**src/rtl/mdio_arb.sv**
```systemverilog
// mdio_arb: round-robin arbiter that shares one mdio_dri command port among
// NUM_REQ requesters. One register access is in flight at a time. The command
// fields are latched at grant, the read data and ack are returned to the winner,
// and an access with no op_done is aborted after TIMEOUT cycles.
module mdio_arb #(
  parameter int          NUM_REQ = 3,
  parameter logic [15:0] TIMEOUT = 16'd4096
) (
  input  logic                  clk,
  input  logic                  rst,
  input  logic [NUM_REQ-1:0]    req,
  input  logic [NUM_REQ-1:0]    req_rh_wl,
  input  logic [5*NUM_REQ-1:0]  req_addr,
  input  logic [16*NUM_REQ-1:0] req_wr_data,
  output logic [NUM_REQ-1:0]    req_done,
  output logic [15:0]           rsp_rd_data,
  output logic                  rsp_rd_ack,
  output logic                  rsp_timeout,
  output logic                  busy,
  output logic [2:0]            gnt_id,
  output logic                  op_exec,
  output logic                  op_rh_wl,
  output logic [4:0]            op_addr,
  output logic [15:0]           op_wr_data,
  input  logic                  op_done,
  input  logic [15:0]           op_rd_data,
  input  logic                  op_rd_ack
);

  typedef enum logic [1:0] {IDLE, ISSUE, WAIT, DONE} state_t;

  state_t       r_state;
  state_t       w_stateNxt;
  logic [2:0]   r_lastGnt;
  logic [2:0]   w_lastGntNxt;
  logic [15:0]  r_timer;
  logic [15:0]  w_timerNxt;

  logic               w_found;
  logic [2:0]         w_winner;
  logic [NUM_REQ-1:0] w_gntOneHot;

  logic               w_busyNxt;
  logic [2:0]         w_gntIdNxt;
  logic               w_opExecNxt;
  logic               w_opRhWlNxt;
  logic [4:0]         w_opAddrNxt;
  logic [15:0]        w_opWrDataNxt;
  logic [NUM_REQ-1:0] w_reqDoneNxt;
  logic [15:0]        w_rspRdDataNxt;
  logic               w_rspRdAckNxt;
  logic               w_rspTimeoutNxt;

  // Round-robin pick: requesters above the last grant beat those at or below it,
  // and within each group the lowest index wins (later assignment overrides).
  always_comb begin
    w_found  = 1'b0;
    w_winner = '0;
    for (int i = NUM_REQ - 1; i >= 0; i--) begin
      if (req[i] && (i <= int'(r_lastGnt))) begin
        w_found  = 1'b1;
        w_winner = 3'(i);
      end
    end
    for (int i = NUM_REQ - 1; i >= 0; i--) begin
      if (req[i] && (i > int'(r_lastGnt))) begin
        w_found  = 1'b1;
        w_winner = 3'(i);
      end
    end
  end

  // Decode the current grant into the completion pulse vector.
  always_comb begin
    w_gntOneHot = '0;
    for (int i = 0; i < NUM_REQ; i++) begin
      w_gntOneHot[i] = (gnt_id == 3'(i));
    end
  end

  // Next-state and next-output logic; every output is the registered copy of these.
  always_comb begin
    w_stateNxt      = r_state;
    w_lastGntNxt    = r_lastGnt;
    w_timerNxt      = r_timer;
    w_gntIdNxt      = gnt_id;
    w_opExecNxt     = 1'b0;
    w_opRhWlNxt     = op_rh_wl;
    w_opAddrNxt     = op_addr;
    w_opWrDataNxt   = op_wr_data;
    w_reqDoneNxt    = '0;
    w_rspRdDataNxt  = rsp_rd_data;
    w_rspRdAckNxt   = rsp_rd_ack;
    w_rspTimeoutNxt = rsp_timeout;
    case (r_state)
      IDLE: begin
        if (w_found) begin
          w_stateNxt    = ISSUE;
          w_gntIdNxt    = w_winner;
          w_opExecNxt   = 1'b1;
          w_opRhWlNxt   = req_rh_wl[w_winner];
          w_opAddrNxt   = req_addr[5*int'(w_winner) +: 5];
          w_opWrDataNxt = req_wr_data[16*int'(w_winner) +: 16];
        end
      end
      ISSUE: begin
        w_timerNxt = '0;
        w_stateNxt = WAIT;
      end
      WAIT: begin
        w_timerNxt = r_timer + 16'd1;
        if (op_done) begin
          w_rspRdDataNxt  = op_rd_data;
          w_rspRdAckNxt   = op_rd_ack;
          w_rspTimeoutNxt = 1'b0;
          w_reqDoneNxt    = w_gntOneHot;
          w_stateNxt      = DONE;
        end else if (r_timer == (TIMEOUT - 16'd1)) begin
          w_rspRdDataNxt  = 16'h0000;
          w_rspRdAckNxt   = 1'b1;
          w_rspTimeoutNxt = 1'b1;
          w_reqDoneNxt    = w_gntOneHot;
          w_stateNxt      = DONE;
        end
      end
      DONE: begin
        w_lastGntNxt = gnt_id;
        w_stateNxt   = IDLE;
      end
      default: begin
        w_stateNxt = IDLE;
      end
    endcase
    w_busyNxt = (w_stateNxt != IDLE);
  end

  // State, arbitration history and all registered outputs.
  always_ff @(posedge clk or posedge rst) begin
    if (rst) begin
      r_state     <= IDLE;
      r_lastGnt   <= 3'(NUM_REQ - 1);
      r_timer     <= '0;
      busy        <= 1'b0;
      gnt_id      <= '0;
      op_exec     <= 1'b0;
      op_rh_wl    <= 1'b0;
      op_addr     <= '0;
      op_wr_data  <= '0;
      req_done    <= '0;
      rsp_rd_data <= '0;
      rsp_rd_ack  <= 1'b1;
      rsp_timeout <= 1'b0;
    end else begin
      r_state     <= w_stateNxt;
      r_lastGnt   <= w_lastGntNxt;
      r_timer     <= w_timerNxt;
      busy        <= w_busyNxt;
      gnt_id      <= w_gntIdNxt;
      op_exec     <= w_opExecNxt;
      op_rh_wl    <= w_opRhWlNxt;
      op_addr     <= w_opAddrNxt;
      op_wr_data  <= w_opWrDataNxt;
      req_done    <= w_reqDoneNxt;
      rsp_rd_data <= w_rspRdDataNxt;
      rsp_rd_ack  <= w_rspRdAckNxt;
      rsp_timeout <= w_rspTimeoutNxt;
    end
  end

endmodule
```
**config.mk**
```make
export PLATFORM = sky130hd
export DESIGN_NAME = mdio_arb
export DESIGN_NICKNAME = d
export VERILOG_FILES = /design/src/rtl/mdio_arb.sv
export SDC_FILE = /design/constraint.sdc
export NUM_CORES = 1
export LEC_CHECK = 0
export BUFFER_PORTS_ARGS = -buffer_cell sky130_fd_sc_hd__buf_4
export CORE_MARGIN = 2
export CORE_UTILIZATION = 50
export DETAILED_ROUTE_END_ITERATION = 6
export HOLD_SLACK_MARGIN = 0.15
export PLACE_DENSITY = 0.84
export SLEW_MARGIN = 20
export SYNTH_ARGS = -nofsm -noshare
export SYNTH_HDL_FRONTEND = slang
export SYNTH_SLANG_ARGS = --single-unit
```
**constraint.sdc**
```tcl
create_clock -name clk -period 2.9 [get_ports clk]
set_clock_uncertainty 0.1 [all_clocks]
set_input_delay 0 -clock clk [delete_from_list [all_inputs] [get_ports clk]]
set_output_delay 0 -clock clk [all_outputs]
set_load 0.01 [all_outputs]
```
==> results of run 1 <==
## logic make-up (layout without fill, tap and decap cells)
kind of cell / after synthesis / in the layout / share of synthesized area [%]
AOI/OAI and AO/OA: 83 / 83 / 17.9
xor gates and xnor gates: 7 / 7 / 2.00
adders and majority gates: 5 / 5 / 2.04
buffers and inverters: 28 / 247 / 3.71
DFF: 67 / 67 / 54.7
muxes: 25 / 25 / 8.23
other: 1 / 2 / 0.122
and+or+nand+nor: 62 / 62 / 11.3
## path summary, 6_finish.rpt
kind / to / depth (start not counted) / slack [ps]
min in group asynchronous: op_addr[0]$_DFFE_PP0P_ / 3 / 340
max in group asynchronous: rsp_rd_ack$_DFFE_PP1P_ / 4 / 1520
worst min register to register: rsp_timeout$_DFFE_PP0P_ / 2 / 470
worst max register to register: rsp_rd_ack$_DFFE_PP1P_ / 6 / -60
worst max-delay path: rsp_rd_ack$_DFFE_PP1P_ / 6 / -60
worst min-delay path: gnt_id[1]$_DFFE_PP0P_ / 3 / 280
## registers in the layout (all words and copies together), names as in the netlist
register,cells
op_wr_data,16
r_timer,16
rsp_rd_data,16
op_addr,5
req_done,3
gnt_id,2
r_lastGnt,2
r_state,2
busy,1
op_exec,1
op_rh_wl,1
rsp_rd_ack,1
rsp_timeout,1
## metrics by stage
step	total power, W	area (um2)
5_1_grt	0.00518	5150
4_1_cts	0.00454	5130
6_report	0.00503	5150
2_1_floorplan	0.00247	3070
3_3_place_gp	0.00319	4130
3_5_place_dp	0.00326	4130
## power breakdown
part	switching [W]	leakage (nW)	internal (W)	total, W
clock	0.000404	0.0884	0.000355	0.000759
combinational	0.00135	1.58	0.00135	0.00271
sequential	0.000282	0.854	0.00128	0.00156
## cell type report
| cell class | count | area, um2 |
|---|---|---|
| diodes | 1 | 2.50 |
| clock buffers | 12 | 155 |
| clock inverters | 4 | 25.0 |
| fillers | 232 | 771 |
| inverters | 9 | 33.8 |
| multi-input cells | 183 | 1290 |
| flip-flops and latches | 67 | 1680 |
| well taps | 75 | 93.8 |
| repair buffers | 222 | 1870 |
## metal layers
metal	share of wire [%]	wire length, um	vias to the layer above	GRT usage, %
li1	-	-	1440	-
met1	33	4900	1730	48.2
met2	49	7250	360	68.1
met3	9.9	1470	136	15.2
met4	8.6	1270	0	27.7
met5	0	0	-	0
## repair_timing
item                                   in CTS  in global routing
endpoints found under the hold margin      85                  0
setup endpoints to repair                   0                  2
hold buffers                               82                  0
setup buffers                               0                  0
gates resized for setup                     0                  3
## cells in the mapped netlist (5+ instances only)
cell type  number  area share, %
dfrtp_1        65             53
mux2i_1        23            7.5
a22oi_1        22            5.4
o21ai_1        22            3.6
a22o_1         16            4.6
nor2_1         14            1.7
clkbuf_1       13            1.6
nand2_1        12            1.5
o21ai_0        11            1.8
inv_1           9            1.1
a21oi_1         6           0.98
nand3_1         6           0.98
xnor2_1         6            1.7
ha_1            5            2.0
nand4_1         5            1.0
or3_1           5            1.0
## worst max-delay path: cells and delay by family, from the launching register on
family          cells  cell delay [ps]
simple gates        2              980
fa+ha+maj           1              460
flops               1              420
compound gates      1              120
buf+inv             2              800
==> metrics.csv, run 1 <==
stage,metric,value,unit
outcome,status,"finished, violations left",
outcome,failing checks,setup timing,
final_layout,layout cells sized above 1,34.0,%
worst_setup_path,max incr delay on CP,650,ps
floorplanning,Die ar.,6780,um2
timing,setup ws final,-63.0,ps
synth,sequential area share after synthesis,54.7,%
floorplanning,row count,28,
synth,"EDFF count, synth",0,
grt,initial antenna violation count,1,
timing,min Tclk post-route,2960,ps
floorplanning,DIE HEIGHT,82.3,um
worst_setup_path,CP startpoint kind,register,
cts,CTS H-tree depth,3,
worst_setup_path,"critical path, cell by cell",inv_1 -> ha_1 -> and2_1 -> nor2b_1 -> a21oi_1 -> dlygate4sd3_1,
synth,"flops & latches, synth",67,
cts,Clock Latency Late Sink,350,ps
drt,# DRC,0,
drt,Routed WL,14.9,mm
placement,dpl hpwl,6.17,mm
final_layout,fin nets,586,
timing,setup TNS,-63.0,ps
worst_setup_path,Crit Path Class,reg2reg,
hold_path,hold crit path type,in2reg,
grt,vias in the first global route,3723,
final_layout,fin util,87.0,%
grt,GRT overflow,0,
drt,average wire per standard cell,26.0,um
placement,post-place setup slack,642,ps
final_layout,most frequent cells in the layout,"140 x buf_4, 82 x dlygate4sd3_1, 65 x dfrtp_1",
grt,global-route wire length before repair,20.9,mm
drt,Pre-antenna DRT Iters,5,
cts,Clk Tree Root Cell,clkbuf_8,
final_layout,non-filler cells in the finished layout,573,
drt,First DRT Iteration DRCs,397,
final_layout,"most common cell after layout, fill and taps aside",buf_4,
floorplanning,initial core utilization,51.8,%
worst_setup_path,CP Launch Point,r_state[0]$_DFF_PP0_,
cts,clk buf depth,2,
drt,DR vias,3666,
power_and_ir_drop,Max VDD drop,0.000660,V
worst_setup_path,R2R Path Start,r_state[0]$_DFF_PP0_,
timing,final hold vios,0,
power_and_ir_drop,Lkg Pwr,2.52,nW
synth,Avg Inst Size Synth,11.0,um2
grt,largest net degree at the start of global routing,44,
synth,Gate Count Post-Synth,278,
worst_setup_path,worst-path fanout max,18,
synth,synth unique cells,38,
final_layout,"Area growth, synth to finish",67.8,%
drt,vias per cell,6.40,
cts,Worst-path clk slew,80,ps
synth,async set or reset register ratio after synthesis,100,%
timing,pin slew with the least headroom to its limit,938,ps
synth,Mapped Nets,372,
worst_setup_path,critical path arrival,3140,ps
timing,Slew Limit Fails,0,
worst_setup_path,WP data required,3080,ps
timing,Min Hold Slack,281,ps
worst_setup_path,Critical Path Slowest Stage Cell,and2_1,
timing,Slew headroom,37.4,%
timing,final setup violation count,1,
run,Max-cap violations,0,
timing,Fmax achieved,337,MHz
placement,routability congestion estimate,0.838,
synth,Main synth FF type,dfrtp_1,
synth,synthesized area,3070,um2
hold_path,hold path start,req[2],
worst_setup_path,CP Capture Type,register,
drt,Antenna Nets Post-Route,0,
timing,Final period util,102,%
floorplanning,Ports,137,
placement,Inst Count DP,474,
power_and_ir_drop,pwr dens,976,nW/um2
synth,"Warnings, synthesis",0,
cts,cts bufs inserted,9,
grt,gr usage total,42.7,%
cts,clock tree sinks,67,
placement,# port buffers,135,
cts,CTS tree,done,
floorplanning,die width,82.3,um
floorplanning,core box area,5920,um2
No activity file was read; power rests on OpenSTA's default activity.
==> run 2: changes to the inputs <==
MAX_ROUTING_LAYER = met4   (was default)
REMOVE_ABC_BUFFERS = 1   (was default)
TNS_END_PERCENT = 100   (was default)
==> metrics.csv, run 2 (synthesis gave the netlist of run 1 again) <==
stage,metric,value,unit
outcome,status,finished clean,
power_and_ir_drop,Lkg Pwr,2.48,nW
timing,setup TNS,0,ps
drt,First DRT Iteration DRCs,297,
final_layout,layout cells sized above 1,33.5,%
final_layout,biggest regs,"op_wr_data (16), r_timer (16), rsp_rd_data (16)",
worst_setup_path,CP Capture Type,register,
power_and_ir_drop,Internal,0.00295,W
floorplanning,initial core utilization,51.8,%
power_and_ir_drop,Max VDD drop,0.000576,V
worst_setup_path,"critical path, cell by cell",inv_1 -> ha_1 -> and2_1 -> nor2b_1 -> a21oi_1 -> dlygate4sd3_1,
grt,GRT overflow,0,
power_and_ir_drop,pwr dens,933,nW/um2
timing,Fmax achieved,374,MHz
grt,gr usage total,36.7,%
power_and_ir_drop,Net Switching,0.00175,W
drt,# DRC,0,
worst_setup_path,flop2flop setup slack,220,ps
worst_setup_path,Buf/Inv on CP,2,
worst_setup_path,critical path arrival,2840,ps
grt,global-route wire length before repair,17.6,mm
worst_setup_path,worst-path fanout max,18,
cts,Clk Tree Root Cell,clkbuf_8,
cts,CTS H-tree depth,3,
cts,clk buf depth,2,
drt,average wire per standard cell,20.6,um
final_layout,non-filler cells in the finished layout,561,
worst_setup_path,worst r2r path cells,6,
grt,initial antenna violation count,0,
timing,final hold vios,0,
worst_setup_path,Critical Path Slowest Stage Cell,and2_1,
worst_setup_path,CP startpoint kind,register,
run,Max-cap violations,0,
timing,Slew Limit Fails,0,
drt,Pre-antenna DRT Iters,5,
cts,post-CTS setup buffer count,0,
worst_setup_path,CP Launch Point,r_state[0]$_DFF_PP0_,
floorplanning,core box area,5920,um2
final_layout,antenna fix cells,0,
drt,vias per cell,5.89,
timing,final setup violation count,0,
placement,# port buffers,135,
placement,routability congestion estimate,0.815,
final_layout,"Area growth, synth to finish",64.0,%
cts,cts bufs inserted,9,
worst_setup_path,WP data required,3060,ps
final_layout,fin util,85.0,%
placement,Inst Count DP,474,
timing,RSZ-0062 raised after global routing,no,
worst_setup_path,Worst setup endpoint,rsp_rd_ack$_DFFE_PP1P_,
worst_setup_path,Worst path depth,6,
timing,Min Hold Slack,203,ps
hold_path,hold crit path type,in2reg,
drt,DR vias,3303,
worst_setup_path,R2R Path Start,r_state[0]$_DFF_PP0_,
cts,clock tree sinks,67,
power_and_ir_drop,combinational share of power,50.1,%
timing,Slew headroom,44.3,%
power_and_ir_drop,Sequential Power Share,32.8,%
power_and_ir_drop,switching share of power,37.3,%
placement,dpl hpwl,5.69,mm
worst_setup_path,max incr delay on CP,620,ps
power_and_ir_drop,Pwr Total,0.00470,W
final_layout,"most common cell after layout, fill and taps aside",buf_4,
worst_setup_path,Crit Path Class,reg2reg,
timing,pin slew with the least headroom to its limit,836,ps
cts,CTS tree,done,
power_and_ir_drop,Clock power frac,17.0,%
cts,Clock Latency Late Sink,350,ps
floorplanning,DIE HEIGHT,82.3,um
final_layout,fin nets,575,
drt,Routed WL,11.5,mm
timing,Final period util,92.3,%
worst_setup_path,kind of cell with the highest combined delay on the critical path,simple AND/OR/NAND/NOR gates,
grt,vias in the first global route,3496,
timing,min Tclk post-route,2680,ps
floorplanning,row count,28,
cts,Worst-path clk slew,90,ps
worst_setup_path,worst reg2reg endpoint,rsp_rd_ack$_DFFE_PP1P_,
floorplanning,die width,82.3,um
final_layout,most frequent cells in the layout,"140 x buf_4, 71 x dlygate4sd3_1, 65 x dfrtp_1",
floorplanning,Die ar.,6780,um2
drt,Antenna Nets Post-Route,0,
floorplanning,Ports,137,
grt,largest net degree at the start of global routing,68,
[run 2: worst min path at each step]
stage / start / to / slack [ps] / cells past startpoint
finish: req[1] / gnt_id[0]$_DFFE_PP0P_ / 200 / 4
floorplan: op_rd_ack / rsp_rd_ack$_DFFE_PP1P_ / 40 / 2
global placement: op_rd_data[5] / rsp_rd_data[5]$_DFFE_PP0P_ / 130 / 2
CTS: req[0] / busy$_DFF_PP0_ / 160 / 4
global route: req[1] / gnt_id[0]$_DFFE_PP0P_ / 200 / 4
detailed placement: op_rd_data[2] / rsp_rd_data[2]$_DFFE_PP0P_ / 130 / 2
[run 2: power groups by stage]
stage	registers, W	logic, W	clock network (W)
final	0.00154	0.00236	0.000799
after CTS	0.00148	0.00219	0.000771
after global routing	0.00156	0.00249	0.000834
after detailed placement	0.00149	0.00175	0
after floorplan	0.00161	0.000811	0
after global placement	0.00149	0.00169	0
[run 2: repair_timing]
item	CTS	global route
endpoints found under the setup margin	0	1
gates resized for setup	0	1
endpoints found under the hold margin	109	0
hold buffers	71	0
[run 2: routing by layer]
| metal | GRT usage, % | routed length [um] | part of all wire, % |
|---|---|---|---|
| met5 | - | 0 | 0 |
| met1 | 41.1 | 4130 | 36 |
| met4 | 17.5 | 469 | 4.1 |
| met3 | 8.15 | 852 | 7.4 |
| met2 | 62.4 | 6100 | 53 |
[run 2: worst reg2reg max path, delay by kind of cell (launching register included)]
kind | cells | cell delay, ps
flip-flops | 1 | 450
buffers and inverters | 2 | 750
AO/OA/AOI/OAI | 1 | 50
AND/OR/NAND/NOR | 2 | 840
adder cells (fa/ha/maj) | 1 | 400
[run 2: per-stage QoR]
| stage | setup slack [ps] | area (um2) |
|---|---|---|
| after CTS | 345 | 5030 |
| after global placement | 752 | 4130 |
| after detailed placement | 621 | 4130 |
| after global routing | 142 | 5030 |
| final | 224 | 5030 |
| after floorplan | 740 | 2990 |
[run 2: layout make-up]
| class | instances | area, um2 |
|---|---|---|
| Clock buffer | 14 | 153 |
| Multi-Input combinational cell | 183 | 1280 |
| Clock inverter | 2 | 35.0 |
| Sequential cell | 67 | 1680 |
| Tap cell | 75 | 93.8 |
| Timing Repair Buffer | 211 | 1760 |
| Inverter | 9 | 33.8 |
| Fill cell | 257 | 886 |
